[src/rtl/access_request_queue_pkg.sv]
// Shared types and constants for the access request queue and its age tracker.
package arq_pkg;

    localparam int ARQ_DATA_WIDTH = 132;
    localparam int ARQ_AGE_W      = 8;

    typedef logic [ARQ_DATA_WIDTH-1:0] arq_word_t;

    function automatic int arq_ptr_w(input int depth);
        return $clog2(depth);
    endfunction

endpackage

[src/rtl/access_request_queue_if.sv]
// Requester-side push handshake plus scheduler-leg request/grant signals of one queue.
interface access_request_queue_if
    import arq_pkg::*;
#(
    parameter int DATA_WIDTH = ARQ_DATA_WIDTH,
    parameter int DEPTH      = 4
);
    localparam int CNT_W = $clog2(DEPTH + 1);

    logic                  push_valid;
    logic                  push_ready;
    logic [DATA_WIDTH-1:0] push_data;
    logic                  req;
    logic [DATA_WIDTH-1:0] d_OUT;
    logic                  serv;
    logic                  urgent;
    logic [CNT_W-1:0]      count;

    modport master (
        output push_valid, push_data, serv,
        input  push_ready, req, d_OUT, urgent, count
    );

    modport slave (
        input  push_valid, push_data, serv,
        output push_ready, req, d_OUT, urgent, count
    );

endinterface

[src/rtl/access_request_queue_age_tracker.sv]
// Saturating wait counter for the current head entry; flags urgent once the limit is reached.
module arq_age_tracker
    import arq_pkg::*;
(
    input  logic                 clk,
    input  logic                 rst_n,
    input  logic                 head_valid,
    input  logic                 pop,
    input  logic [ARQ_AGE_W-1:0] limit,
    output logic                 urgent
);

    logic [ARQ_AGE_W-1:0] r_age;

    // A pop hands the leg to the next head, which starts waiting from zero.
    always_ff @(posedge clk or negedge rst_n) begin
        if (!rst_n) begin
            r_age <= '0;
        end else if (!head_valid || pop) begin
            r_age <= '0;
        end else if (r_age < limit) begin
            r_age <= r_age + ARQ_AGE_W'(1);
        end
    end

    assign urgent = head_valid && (r_age >= limit);

endmodule

[src/rtl/access_request_queue.sv]
// Per-requester FIFO feeding one scheduler-tree leaf; head word drives req/d_OUT, serv pops.
// Optional same-cycle bypass of an empty queue when ARQ_BYPASS_EN is defined.
module access_request_queue
    import arq_pkg::*;
#(
    parameter int DATA_WIDTH = ARQ_DATA_WIDTH,
    parameter int DEPTH      = 4,
    parameter int AGE_LIMIT  = 15
)(
    input  logic                  clk,
    input  logic                  rst_n,
    access_request_queue_if.slave bus
);

    localparam int PTR_W = arq_ptr_w(DEPTH);
    localparam int CNT_W = $clog2(DEPTH + 1);

    logic [DATA_WIDTH-1:0] r_mem [DEPTH];
    logic [PTR_W-1:0]      r_wr_ptr;
    logic [PTR_W-1:0]      r_rd_ptr;
    logic [CNT_W-1:0]      r_count;

    logic w_stored;
    logic w_full;
    logic w_push;
    logic w_pop;

    assign w_stored = (r_count != '0);
    assign w_full   = (r_count == CNT_W'(DEPTH));
    assign w_pop    = bus.serv && w_stored;

`ifdef ARQ_BYPASS_EN
    logic w_bypass;
    assign w_bypass  = !w_stored && bus.push_valid;
    // A bypassed word granted in the same cycle never touches storage.
    assign w_push    = bus.push_valid && !w_full && !(w_bypass && bus.serv);
    assign bus.req   = w_stored || w_bypass;
    assign bus.d_OUT = w_stored ? r_mem[r_rd_ptr] : (w_bypass ? bus.push_data : '0);
`else
    assign w_push    = bus.push_valid && !w_full;
    assign bus.req   = w_stored;
    assign bus.d_OUT = w_stored ? r_mem[r_rd_ptr] : '0;
`endif

    assign bus.push_ready = !w_full;
    assign bus.count      = r_count;

    always_ff @(posedge clk) begin
        if (w_push) begin
            r_mem[r_wr_ptr] <= bus.push_data;
        end
    end

    always_ff @(posedge clk or negedge rst_n) begin
        if (!rst_n) begin
            r_wr_ptr <= '0;
            r_rd_ptr <= '0;
            r_count  <= '0;
        end else begin
            if (w_push) begin
                r_wr_ptr <= r_wr_ptr + PTR_W'(1);
            end
            if (w_pop) begin
                r_rd_ptr <= r_rd_ptr + PTR_W'(1);
            end
            case ({w_push, w_pop})
                2'b10:   r_count <= r_count + CNT_W'(1);
                2'b01:   r_count <= r_count - CNT_W'(1);
                default: r_count <= r_count;
            endcase
        end
    end

    arq_age_tracker u_age (
        .clk        (clk),
        .rst_n      (rst_n),
        .head_valid (w_stored),
        .pop        (w_pop),
        .limit      (ARQ_AGE_W'(AGE_LIMIT)),
        .urgent     (bus.urgent)
    );

endmodule

[src/flat_wrapper.sv]
// flat-port wrapper written by rule: the top's interface ports become plain ports
module access_request_queue_flat import arq_pkg::*;
#(
    parameter int DATA_WIDTH = ARQ_DATA_WIDTH,
    parameter int DEPTH      = 4,
    parameter int AGE_LIMIT  = 15
)
  (clk, rst_n, bus_push_valid, bus_push_data, bus_serv, bus_push_ready, bus_req, bus_d_OUT, bus_urgent, bus_count);
  access_request_queue_if #(.DATA_WIDTH(DATA_WIDTH), .DEPTH(DEPTH)) bus_i ();
  input  logic clk;
  input  logic rst_n;
  input wire logic [$bits(bus_i.push_valid)-1:0] bus_push_valid;
  input wire logic [$bits(bus_i.push_data)-1:0] bus_push_data;
  input wire logic [$bits(bus_i.serv)-1:0] bus_serv;
  output wire logic [$bits(bus_i.push_ready)-1:0] bus_push_ready;
  output wire logic [$bits(bus_i.req)-1:0] bus_req;
  output wire logic [$bits(bus_i.d_OUT)-1:0] bus_d_OUT;
  output wire logic [$bits(bus_i.urgent)-1:0] bus_urgent;
  output wire logic [$bits(bus_i.count)-1:0] bus_count;
  assign bus_i.push_valid = bus_push_valid;
  assign bus_i.push_data = bus_push_data;
  assign bus_i.serv = bus_serv;
  assign bus_push_ready = bus_i.push_ready;
  assign bus_req = bus_i.req;
  assign bus_d_OUT = bus_i.d_OUT;
  assign bus_urgent = bus_i.urgent;
  assign bus_count = bus_i.count;
  access_request_queue #(.DATA_WIDTH(DATA_WIDTH), .DEPTH(DEPTH), .AGE_LIMIT(AGE_LIMIT)) u_core (.clk(clk), .rst_n(rst_n), .bus(bus_i));
endmodule
[config.mk]
export PLATFORM = sky130hd
export DESIGN_NAME = access_request_queue_flat
export DESIGN_NICKNAME = d
export VERILOG_FILES = /design/src/rtl/access_request_queue_pkg.sv /design/src/rtl/access_request_queue_if.sv /design/src/rtl/access_request_queue_age_tracker.sv /design/src/rtl/access_request_queue.sv /design/src/flat_wrapper.sv
export SDC_FILE = /design/constraint.sdc
export NUM_CORES = 1
export LEC_CHECK = 0
export ABC_AREA = 1
export CAP_MARGIN = 20
export CORE_MARGIN = 3
export CORE_UTILIZATION = 41
export DETAILED_ROUTE_END_ITERATION = 10
export MAX_ROUTING_LAYER = met4
export SYNTH_ARGS = -nofsm -noshare
export SYNTH_HDL_FRONTEND = slang
export SYNTH_SLANG_ARGS = --single-unit
[constraint.sdc]
create_clock -name clk -period 11.06 [get_ports clk]
set_clock_uncertainty 0.1 [all_clocks]
set_input_delay 2.765 -clock clk [delete_from_list [all_inputs] [get_ports clk]]
set_output_delay 2.765 -clock clk [all_outputs]
set_load 0.02 [all_outputs]
==> results of run 1 <==
final timing paths:
check	end	slack, ns	cells past startpoint
setup / recovery	bus_d_OUT[96]	4.07	6
hold / removal	u_core.u_age.r_age[5]$_DFFE_PN0P_	0.40	2
setup reg to reg	u_core.r_mem[3][93]$_DFFE_PP_	7.85	6
hold reg to reg	u_core.u_age.r_age[5]$_DFFE_PN0P_	0.40	2
max in group asynchronous	u_core.r_rd_ptr[1]$_DFFE_PN0P_	7.80	1
min in group asynchronous	u_core.r_rd_ptr[0]$_DFFE_PN0P_	2.51	1
area by class of cell:
| cell class | count | area (µm²) | area share, % |
|---|---|---|---|
| multi-input cells | 985 | 4340 | 16.6 |
| clock inverters | 34 | 259 | 0.990 |
| diodes | 4 | 10.0 | 0.0383 |
| well taps | 672 | 841 | 3.21 |
| clock buffers | 69 | 1450 | 5.54 |
| repair buffers | 290 | 2930 | 11.2 |
| inverters | 22 | 92.6 | 0.354 |
| flip-flops and latches | 543 | 16200 | 62.1 |
sequential cells by signal, indices dropped and copies added, names as in the netlist:
signal,flops
u_core.r_wr_ptr,2
u_core.bus.count,3
u_core.r_mem,528
u_core.r_rd_ptr,2
u_core.u_age.r_age,8
worst max-delay path: cells and delay by family (launching register included):
family,cells,cell delay [ns]
buffers and inverters,3,2.25
flip-flops,1,0.79
AO/OA/AOI/OAI,2,0.25
AND/OR/NAND/NOR,1,0.12
cells by family (layout without fill, tap and decap cells):
| logic type | after synthesis | count (layout) |
|---|---|---|
| compound gates | 399 | 399 |
| xor+xnor | 5 | 5 |
| fa+ha+maj | 7 | 7 |
| buf+inv | 124 | 415 |
| flops | 543 | 543 |
| other cells | 0 | 4 |
| simple gates | 574 | 574 |
stage by stage:
step	total power [mW]	util, %
floorplan	4.95	-
global placement	6.24	48.0
detailed placement	6.26	48.0
CTS	8.04	51.3
global route	8.42	51.5
finish	7.95	51.5
synth_stat cells (all sizes together):
cell    number
nand2       18
ha           6
edfxtp     528
inv         22
o21ai      266
nor2       545
clkbuf      38
buf         64
nand4        1
xnor2        1
a21oi      133
fa           1
dfrtp       15
xor2         4
nand3       10
power by group:
group	leakage (nW)	switching [mW]	internal, mW
sequential	5.02	0.183	2.70
combinational	2.87	2.05	1.25
clock	0.834	0.760	0.997
routing by layer:
layer / vias up / GRT usage [%]
met4: 0 / 5.53
met3: 79 / 4.37
met5: - / -
li1: 6347 / -
met1: 6448 / 23.1
met2: 337 / 30.9
==> reports/metrics.json, run 1 <==
{
  "status": "completed",
  "grt_max_degree": 152,
  "io_buffer_count": 273,
  "cts_resized": 0,
  "final_number_of_max_transition_violations": 0,
  "grt_overflow_total": 0,
  "max_freq_mhz": 143,
  "routabilityCongestion": 0.766,
  "floorplan.initialDensity_pct": 42.0,
  "avgRoutedWirePerCell_um": 19.4,
  "routed.top_layer": "met4",
  "r2r_start": "u_core.bus.count[0]$_DFFE_PN0P_",
  "hold_buffers": 0,
  "static-leakage-power_nw": 8.73,
  "fin_hold_ws_ns": 0.397,
  "post-synth-top-area-fraction_pct": 74.4,
  "synth-xor-area-share_pct": 0.205,
  "postSynthAreaPerCell_um2": 12.9,
  "design.final.nets": 2041,
  "worst_slew_margin_rel_pct": 25.8,
  "final_common_cell": "sky130_fd_sc_hd__nor2_1",
  "final_min_period_over_clock_period_pct": 63.2,
  "final_cells": 2619,
  "synth_area_leaders": "sky130_fd_sc_hd__edfxtp_1 74%, sky130_fd_sc_hd__nor2_1 9.6%, sky130_fd_sc_hd__o21ai_0 4.6%",
  "totalNegativeSetupSlack_ns": 0,
  "detailedPlacementHpwl_um": 26700,
  "critPathMaxFanout": 73,
  "synthMuxAreaShare_pct": 0,
  "met2_length_um": 25300,
  "vdd.ir_drop.worst_mv": 0.163,
  "met3WireLength_um": 3480,
  "layout_min_cycle_time_ns": 6.99,
  "level_count_of_the_clock_h_tree": 2,
  "synth_adder_area_share_pct": 0.446,
  "routed_via_density": 5.04,
  "yosysSeqAreaShare_pct": 76.1,
  "tightestPinTransition_ns": 1.11,
  "cp_data_arrival_time_ns": 4.12,
  "drt-met1-wl_um": 21000,
  "design.die.area_um2": 54800,
  "synth.lib_cells_used.distinct": 23,
  "clkTransAtPathRegs_ns": 0.06,
  "vias_post_dr": 13211,
  "syn-instance-count": 1652,
  "area_share_of_and_or_nand_nor_cells_after_synthesis_pct": 10.2,
  "vias_in_the_first_global_route": 13131,
  "final_hold_viol_count": 0,
  "area_delta_synth_final_pct": 22.7,
  "detail_route.iter0.violations": 729,
  "placedCellCount": 2509,
  "filler_instances": 4323,
  "dpl-instance-area_um2": 24400,
  "clock_tree.root_cell": "sky130_fd_sc_hd__clkbuf_16",
  "min-delay-start": "u_core.u_age.r_age[5]$_DFFE_PN0P_",
  "layout_common_cells": "540 x sky130_fd_sc_hd__nor2_1, 528 x sky130_fd_sc_hd__edfxtp_1, 273 x sky130_fd_sc_hd__clkdlybuf4s50_1, 196 x sky130_fd_sc_hd__o21ai_0, 133 x sky130_fd_sc_hd__a21oi_1",
  "grt_antenna_before_repair": 4,
  "die_w_um": 234,
  "synthesis.area_um2": 21300,
  "route.antenna.remaining_nets": 0,
  "report.final.setup_viol": 0,
  "post_syn_nets": 1795,
  "coreArea_um2": 50800,
  "cts_setup_buffers": 0,
  "synth_warnings": 0,
  "max_cap_violations": 0,
  "synth_top_family_by_area": "simple AND/OR/NAND/NOR gates",
  "grt_first_pass_wirelength_um": 76400,
  "clock_tree_from_tritoncts": "yes",
  "crit_slowest_cell": "sky130_fd_sc_hd__buf_4",
  "synth_top_cell_by_area": "sky130_fd_sc_hd__edfxtp_1",
  "synth_compound_area_share_pct": 9.37,
  "crit_path_start_kind": "register",
  "drtPass1Iterations": 5,
  "grt_setup_unrepaired": "no",
  "final.setup.worst_slack_ns": 4.07,
  "place_worst_setup_slack_ns": 4.12,
  "critical_path_class": "reg2out",
  "die_h_um": 234,
  "path_cells": "inv_4 -> buf_4 -> nor2_1 -> o21ai_1 -> a21oi_1 -> clkdlybuf4s50_1",
  "cts.sink_count": 543,
  "layout_cell_share_with_drive_strength_beyond_1_pct": 5.10,
  "clock_buffers_created_by_tritoncts": 56,
  "timing.critical_path.required_ns": 8.20,
  "grt_util_all_layers_pct": 18.7,
  "pwr_density_cell_nw_per_um2": 304,
  "final_area_um2": 26200,
  "clock_path_buffers": 3,
  "post-route-drc-count": 0,
  "timing.critical_path.slowest_cell_delay_ns": 0.89,
  "num_io_pins": 274,
  "synth-seq-cells": 543,
  "core.rowCount": 82,
  "postRouteWirelength_um": 50800,
  "cp-end-kind": "primary output",
  "timing.critical_path.from": "u_core.r_rd_ptr[1]$_DFFE_PN0P_",
  "clock_latency_ns": 0.60,
  "worst_hold_path_type": "reg2reg"
}
(Power assumes the default switching activity.)
==> run 2, diff against run 1 <==
==> constraint.sdc (replaced) <==
create_clock -name clk -period 6.6 [get_ports clk]
set_clock_uncertainty 0.1 [all_clocks]
set_input_delay 1.65 -clock clk [delete_from_list [all_inputs] [get_ports clk]]
set_output_delay 1.65 -clock clk [all_outputs]
set_load 0.02 [all_outputs]
==> reports/metrics.json, run 2 (synthesis results as in run 1) <==
{
  "status": "completed",
  "dpl-instance-area_um2": 24500,
  "final_min_period_over_clock_period_pct": 81.0,
  "crit_slowest_cell": "sky130_fd_sc_hd__clkdlybuf4s50_1",
  "static-leakage-power_nw": 8.77,
  "layout_min_cycle_time_ns": 5.34,
  "clkTransAtPathRegs_ns": 0.06,
  "grt_antenna_before_repair": 7,
  "max_freq_mhz": 187,
  "die_w_um": 234,
  "grt.met2_usage_pct": 30.8,
  "post-route-drc-count": 0,
  "totalPowerFinal_mw": 13.4,
  "layout_common_cells": "540 x sky130_fd_sc_hd__nor2_1, 528 x sky130_fd_sc_hd__edfxtp_1, 273 x sky130_fd_sc_hd__clkdlybuf4s50_1, 196 x sky130_fd_sc_hd__o21ai_0, 133 x sky130_fd_sc_hd__a21oi_1",
  "worst_hold_path_type": "reg2reg",
  "hold_buffers": 0,
  "rr_worst_depth": 5,
  "cp-end-kind": "primary output",
  "r2r_start": "u_core.bus.count[0]$_DFFE_PN0P_",
  "grt_setup_unrepaired": "no",
  "detailedPlacementHpwl_um": 28100,
  "grt_util_all_layers_pct": 18.7,
  "vias_in_the_first_global_route": 13174,
  "clock_tree.root_cell": "sky130_fd_sc_hd__clkbuf_16",
  "design.die.area_um2": 54800,
  "die_h_um": 234,
  "filler_instances": 4283,
  "clock_latency_ns": 0.60,
  "drtPass1Iterations": 5,
  "cts.sink_count": 543,
  "tightestPinTransition_ns": 1.04,
  "cts_setup_buffers": 0,
  "grt_max_degree": 139,
  "most_flop_heavy_register": "u_core.r_mem",
  "grt_overflow_total": 0,
  "area_delta_synth_final_pct": 23.1,
  "final_number_of_max_transition_violations": 0,
  "detail_route.iter0.violations": 900,
  "routed_via_density": 5.09,
  "routabilityCongestion": 0.763,
  "worstPathBufferInverterCount": 3,
  "worst_hold_path.endpoint": "u_core.u_age.r_age[5]$_DFFE_PN0P_",
  "pwr_density_cell_nw_per_um2": 510,
  "fin_hold_ws_ns": 0.391,
  "coreArea_um2": 50800,
  "timing.critical_path.slowest_cell_delay_ns": 0.68,
  "grt_first_pass_wirelength_um": 76700,
  "critical_path_class": "reg2out",
  "floorplan.initialDensity_pct": 42.0,
  "vdd.ir_drop.worst_mv": 0.340,
  "path_cells": "inv_6 -> buf_4 -> o21ai_0 -> a21oi_1 -> clkdlybuf4s50_1",
  "num_io_pins": 274,
  "worstHoldPathCells": 2,
  "io_buffer_count": 273,
  "clock_tree_from_tritoncts": "yes",
  "gr-usage-met1_pct": 23.8,
  "report.final.setup_viol": 0,
  "final_area_um2": 26200,
  "totalNegativeSetupSlack_ns": 0,
  "layout_cell_share_with_drive_strength_beyond_1_pct": 5.45,
  "cp_data_arrival_time_ns": 3.59,
  "final_hold_viol_count": 0,
  "groute.layer.met3.usage_pct": 3.85,
  "vias_post_dr": 13344,
  "timing.critical_path.required_ns": 4.85,
  "level_count_of_the_clock_h_tree": 2,
  "clock_path_buffers": 3,
  "dominant_delay_contributor_by_cell_family_on_the_critical_path": "buffers and inverters",
  "avgRoutedWirePerCell_um": 19.3,
  "min-delay-start": "u_core.u_age.r_age[5]$_DFFE_PN0P_",
  "critical_path.reg2reg.endpoint": "u_core.r_mem[1][16]$_DFFE_PP_",
  "busiest_layer": "met2",
  "final_common_cell": "sky130_fd_sc_hd__nor2_1",
  "postRouteWirelength_um": 50600,
  "clock_buffers_created_by_tritoncts": 56,
  "max_cap_violations": 0,
  "cts_resized": 0,
  "design.final.nets": 2046,
  "route.antenna.remaining_nets": 0,
  "critPathMaxFanout": 73,
  "crit_path_start_kind": "register",
  "max_ffs_per_register": 528,
  "regToRegSetupSlack_ns": 3.81,
  "core.rowCount": 82,
  "worst_slew_margin_rel_pct": 30.6
}
[run 2: area by class of cell]
type	instances	area (µm²)	share of cell area [%]
diodes	7	17.5	0.0667
flip-flops and latches	543	16200	61.9
clock buffers	75	1500	5.73
repair buffers	295	2990	11.4
well taps	672	841	3.20
inverters	22	92.6	0.353
multi-input cells	985	4340	16.5
clock inverters	25	224	0.853
[run 2: worst max-delay path by stage]
stage,from,endpoint,cells past startpoint
floorplan,bus_push_valid,u_core.r_mem[0][0]$_DFFE_PP_,2
global placement,u_core.r_rd_ptr[0]$_DFFE_PN0P_,bus_d_OUT[18],5
detailed placement,u_core.r_rd_ptr[0]$_DFFE_PN0P_,bus_d_OUT[22],5
CTS,u_core.r_rd_ptr[0]$_DFFE_PN0P_,bus_d_OUT[22],5
global route,u_core.r_rd_ptr[0]$_DFFE_PN0P_,bus_d_OUT[18],5
finish,u_core.r_rd_ptr[0]$_DFFE_PN0P_,bus_d_OUT[18],5
[run 2: worst register-to-register path, delay by kind of cell, from the launching register on]
kind | cells | cell delay [ns]
simple gates | 4 | 1.31
buf+inv | 1 | 0.43
flops | 1 | 0.43
[run 2: routing by layer]
metal	up-vias	part of all wire (%)
li1	6379	-
met1	6528	43
met2	367	49
met3	70	6.1
met4	0	2.1
met5	-	0
[run 2: metrics by stage]
stage	util (%)	std cells	worst slack, ns
after floorplan	-	1652	-1.45
after global placement	48.2	2517	1.92
after detailed placement	48.2	2517	1.88
after CTS	51.6	2617	1.20
after global routing	51.7	2624	0.998
final	51.7	2624	1.26
[run 2: where the power goes]
group	switching, mW	total, mW	internal, mW	leakage, nW
sequential	0.193	4.72	4.53	5.02
combinational	3.58	5.68	2.11	2.90
clock	1.23	2.98	1.74	0.846
total	5.00	13.4	8.38	8.77
==> run 3, diff against run 2 <==
==> constraint.sdc (replaced) <==
create_clock -name clk -period 5 [get_ports clk]
set_clock_uncertainty 0.1 [all_clocks]
set_input_delay 1.25 -clock clk [delete_from_list [all_inputs] [get_ports clk]]
set_output_delay 1.25 -clock clk [all_outputs]
set_load 0.02 [all_outputs]
==> reports/metrics.json, run 3 (synthesis results as in run 1) <==
{
  "detailedPlacementHpwl_um": 27100,
  "place_worst_setup_slack_ns": 1.32,
  "worst_slew_margin_rel_pct": 43.2,
  "floorplan.initialDensity_pct": 42.0,
  "grt_antenna_before_repair": 9,
  "route.antenna.remaining_nets": 0,
  "die_w_um": 234,
  "clock_path_buffers": 3,
  "static-leakage-power_nw": 8.94,
  "final_number_of_max_transition_violations": 0,
  "final.setup.worst_slack_ns": 0.727,
  "die_h_um": 234,
  "layout_min_cycle_time_ns": 4.27,
  "design.final.nets": 2050,
  "design.die.area_um2": 54800,
  "grt_max_degree": 140,
  "most_flop_heavy_register": "u_core.r_mem",
  "hold_buffers": 0,
  "regToRegSetupSlack_ns": 2.54,
  "status": "completed",
  "clock_tree_from_tritoncts": "yes",
  "clock_latency_ns": 0.60,
  "final_min_period_over_clock_period_pct": 85.5,
  "grt_overflow_total": 0,
  "final_common_cell": "sky130_fd_sc_hd__nor2_1",
  "clock_tree.root_cell": "sky130_fd_sc_hd__clkbuf_16",
  "timing.critical_path.required_ns": 3.65,
  "layout_common_cells": "540 x sky130_fd_sc_hd__nor2_1, 528 x sky130_fd_sc_hd__edfxtp_1, 273 x sky130_fd_sc_hd__clkdlybuf4s50_1, 196 x sky130_fd_sc_hd__o21ai_0, 133 x sky130_fd_sc_hd__a21oi_1",
  "drt-met1-wl_um": 20900,
  "cts_setup_buffers": 0,
  "cp_data_arrival_time_ns": 2.92,
  "post-route-drc-count": 0,
  "placedCellCount": 2521,
  "area_delta_synth_final_pct": 25.1,
  "timing.critical_path.from": "u_core.r_rd_ptr[0]$_DFFE_PN0P_",
  "final_hold_viol_count": 0,
  "core.rowCount": 82,
  "clkTransAtPathRegs_ns": 0.06,
  "grt_first_pass_wirelength_um": 76700,
  "num_io_pins": 274,
  "coreArea_um2": 50800,
  "rr_worst_depth": 5,
  "drtPass1Iterations": 5,
  "critPathMaxFanout": 72,
  "vdd.ir_drop.worst_mv": 0.472,
  "postRouteWirelength_um": 50300,
  "grt_util_all_layers_pct": 18.8,
  "met2_length_um": 24500,
  "tightestPinTransition_ns": 0.851,
  "report.final.setup_viol": 0,
  "critical_path.reg2reg.endpoint": "u_core.r_mem[0][103]$_DFFE_PP_",
  "max_cap_violations": 0,
  "vias_in_the_first_global_route": 13200,
  "routabilityCongestion": 0.746,
  "vias_post_dr": 13193,
  "r2r_start": "u_core.bus.count[0]$_DFFE_PN0P_",
  "grt_setup_unrepaired": "no",
  "max_ffs_per_register": 528,
  "totalPowerFinal_mw": 18.3,
  "detail_route.iter0.violations": 907,
  "pwr_density_cell_nw_per_um2": 684,
  "worst_hold_path_type": "reg2reg",
  "routed_via_density": 5.01,
  "met3WireLength_um": 4060,
  "avgRoutedWirePerCell_um": 19.1,
  "cts_resized": 0,
  "cts.sink_count": 543,
  "io_buffer_count": 273,
  "max_freq_mhz": 234,
  "level_count_of_the_clock_h_tree": 2,
  "clock_buffers_created_by_tritoncts": 56,
  "worstSetupEndpoint": "bus_d_OUT[36]",
  "totalNegativeSetupSlack_ns": 0,
  "final_cells": 2634,
  "crit_path_start_kind": "register",
  "layout_cell_share_with_drive_strength_beyond_1_pct": 6.40,
  "cp-end-kind": "primary output",
  "routed.top_layer": "met4",
  "critical_path_class": "reg2out"
}
[run 3: cell types whose count changed in the layout (fill, tap and decap cells not counted)]
cell,before,now
sky130_fd_sc_hd__clkinv_1,10,8
sky130_fd_sc_hd__clkbuf_1,17,8
sky130_fd_sc_hd__buf_12,7,18
sky130_fd_sc_hd__buf_4,15,8
sky130_fd_sc_hd__diode_2,7,9
sky130_fd_sc_hd__clkinvlp_4,0,4
sky130_fd_sc_hd__clkinv_2,8,9
sky130_fd_sc_hd__bufinv_16,4,12
sky130_fd_sc_hd__clkbuf_8,1,3
[run 3: worst min path at each step]
stage	startpoint	endpoint	slack (ns)	cells after the start
after floorplan	u_core.u_age.r_age[4]$_DFFE_PN0P_	u_core.u_age.r_age[4]$_DFFE_PN0P_	0.37	2
after global placement	u_core.u_age.r_age[7]$_DFFE_PN0P_	u_core.u_age.r_age[7]$_DFFE_PN0P_	0.38	2
after detailed placement	u_core.u_age.r_age[4]$_DFFE_PN0P_	u_core.u_age.r_age[4]$_DFFE_PN0P_	0.39	2
after CTS	u_core.u_age.r_age[4]$_DFFE_PN0P_	u_core.u_age.r_age[4]$_DFFE_PN0P_	0.40	2
after global routing	u_core.u_age.r_age[4]$_DFFE_PN0P_	u_core.u_age.r_age[4]$_DFFE_PN0P_	0.42	2
final	u_core.u_age.r_age[4]$_DFFE_PN0P_	u_core.u_age.r_age[4]$_DFFE_PN0P_	0.39	2
[run 3: power breakdown]
part           internal, mW  total, mW  switching (mW)  leakage (nW)
Clock                  2.74       4.43            1.69         0.965
Combinational          2.88       7.65            4.77          2.96
Sequential             5.97       6.17           0.197          5.02
[run 3: layout make-up]
type                            instances  area (µm²)
Antenna cell                            9        22.5
Timing Repair Buffer                  299        3150
Fill cell                            4277       24100
Inverter                               22        92.6
Multi-Input combinational cell        985        4340
Clock inverter                         36         492
Sequential cell                       543       16200
Clock buffer                           68        1500
Tap cell                              672         841
[run 3: metrics by stage]
step	hold slack, ns	cell area, µm²	util (%)
floorplan	0.373	21300	-
global placement	0.383	24700	48.6
detailed placement	0.386	24700	48.6
CTS	0.395	26700	52.5
global route	0.415	26700	52.5
finish	0.394	26700	52.5
[run 3: worst max-delay path, stage by stage (launching register included)]
cell	delay (ns)
sky130_fd_sc_hd__dfrtp_4	0.52
sky130_fd_sc_hd__inv_6	0.36
sky130_fd_sc_hd__buf_12	0.32
sky130_fd_sc_hd__o21ai_0	0.14
sky130_fd_sc_hd__a21oi_1	0.18
sky130_fd_sc_hd__clkdlybuf4s50_1	0.71
[run 3: metal layers]
| layer | global-route usage (%) | vias up |
|---|---|---|
| met5 | - | - |
| met4 | 4.93 | 0 |
| met3 | 5.39 | 66 |
| met2 | 30.7 | 350 |
| met1 | 23.2 | 6387 |
| li1 | - | 6390 |
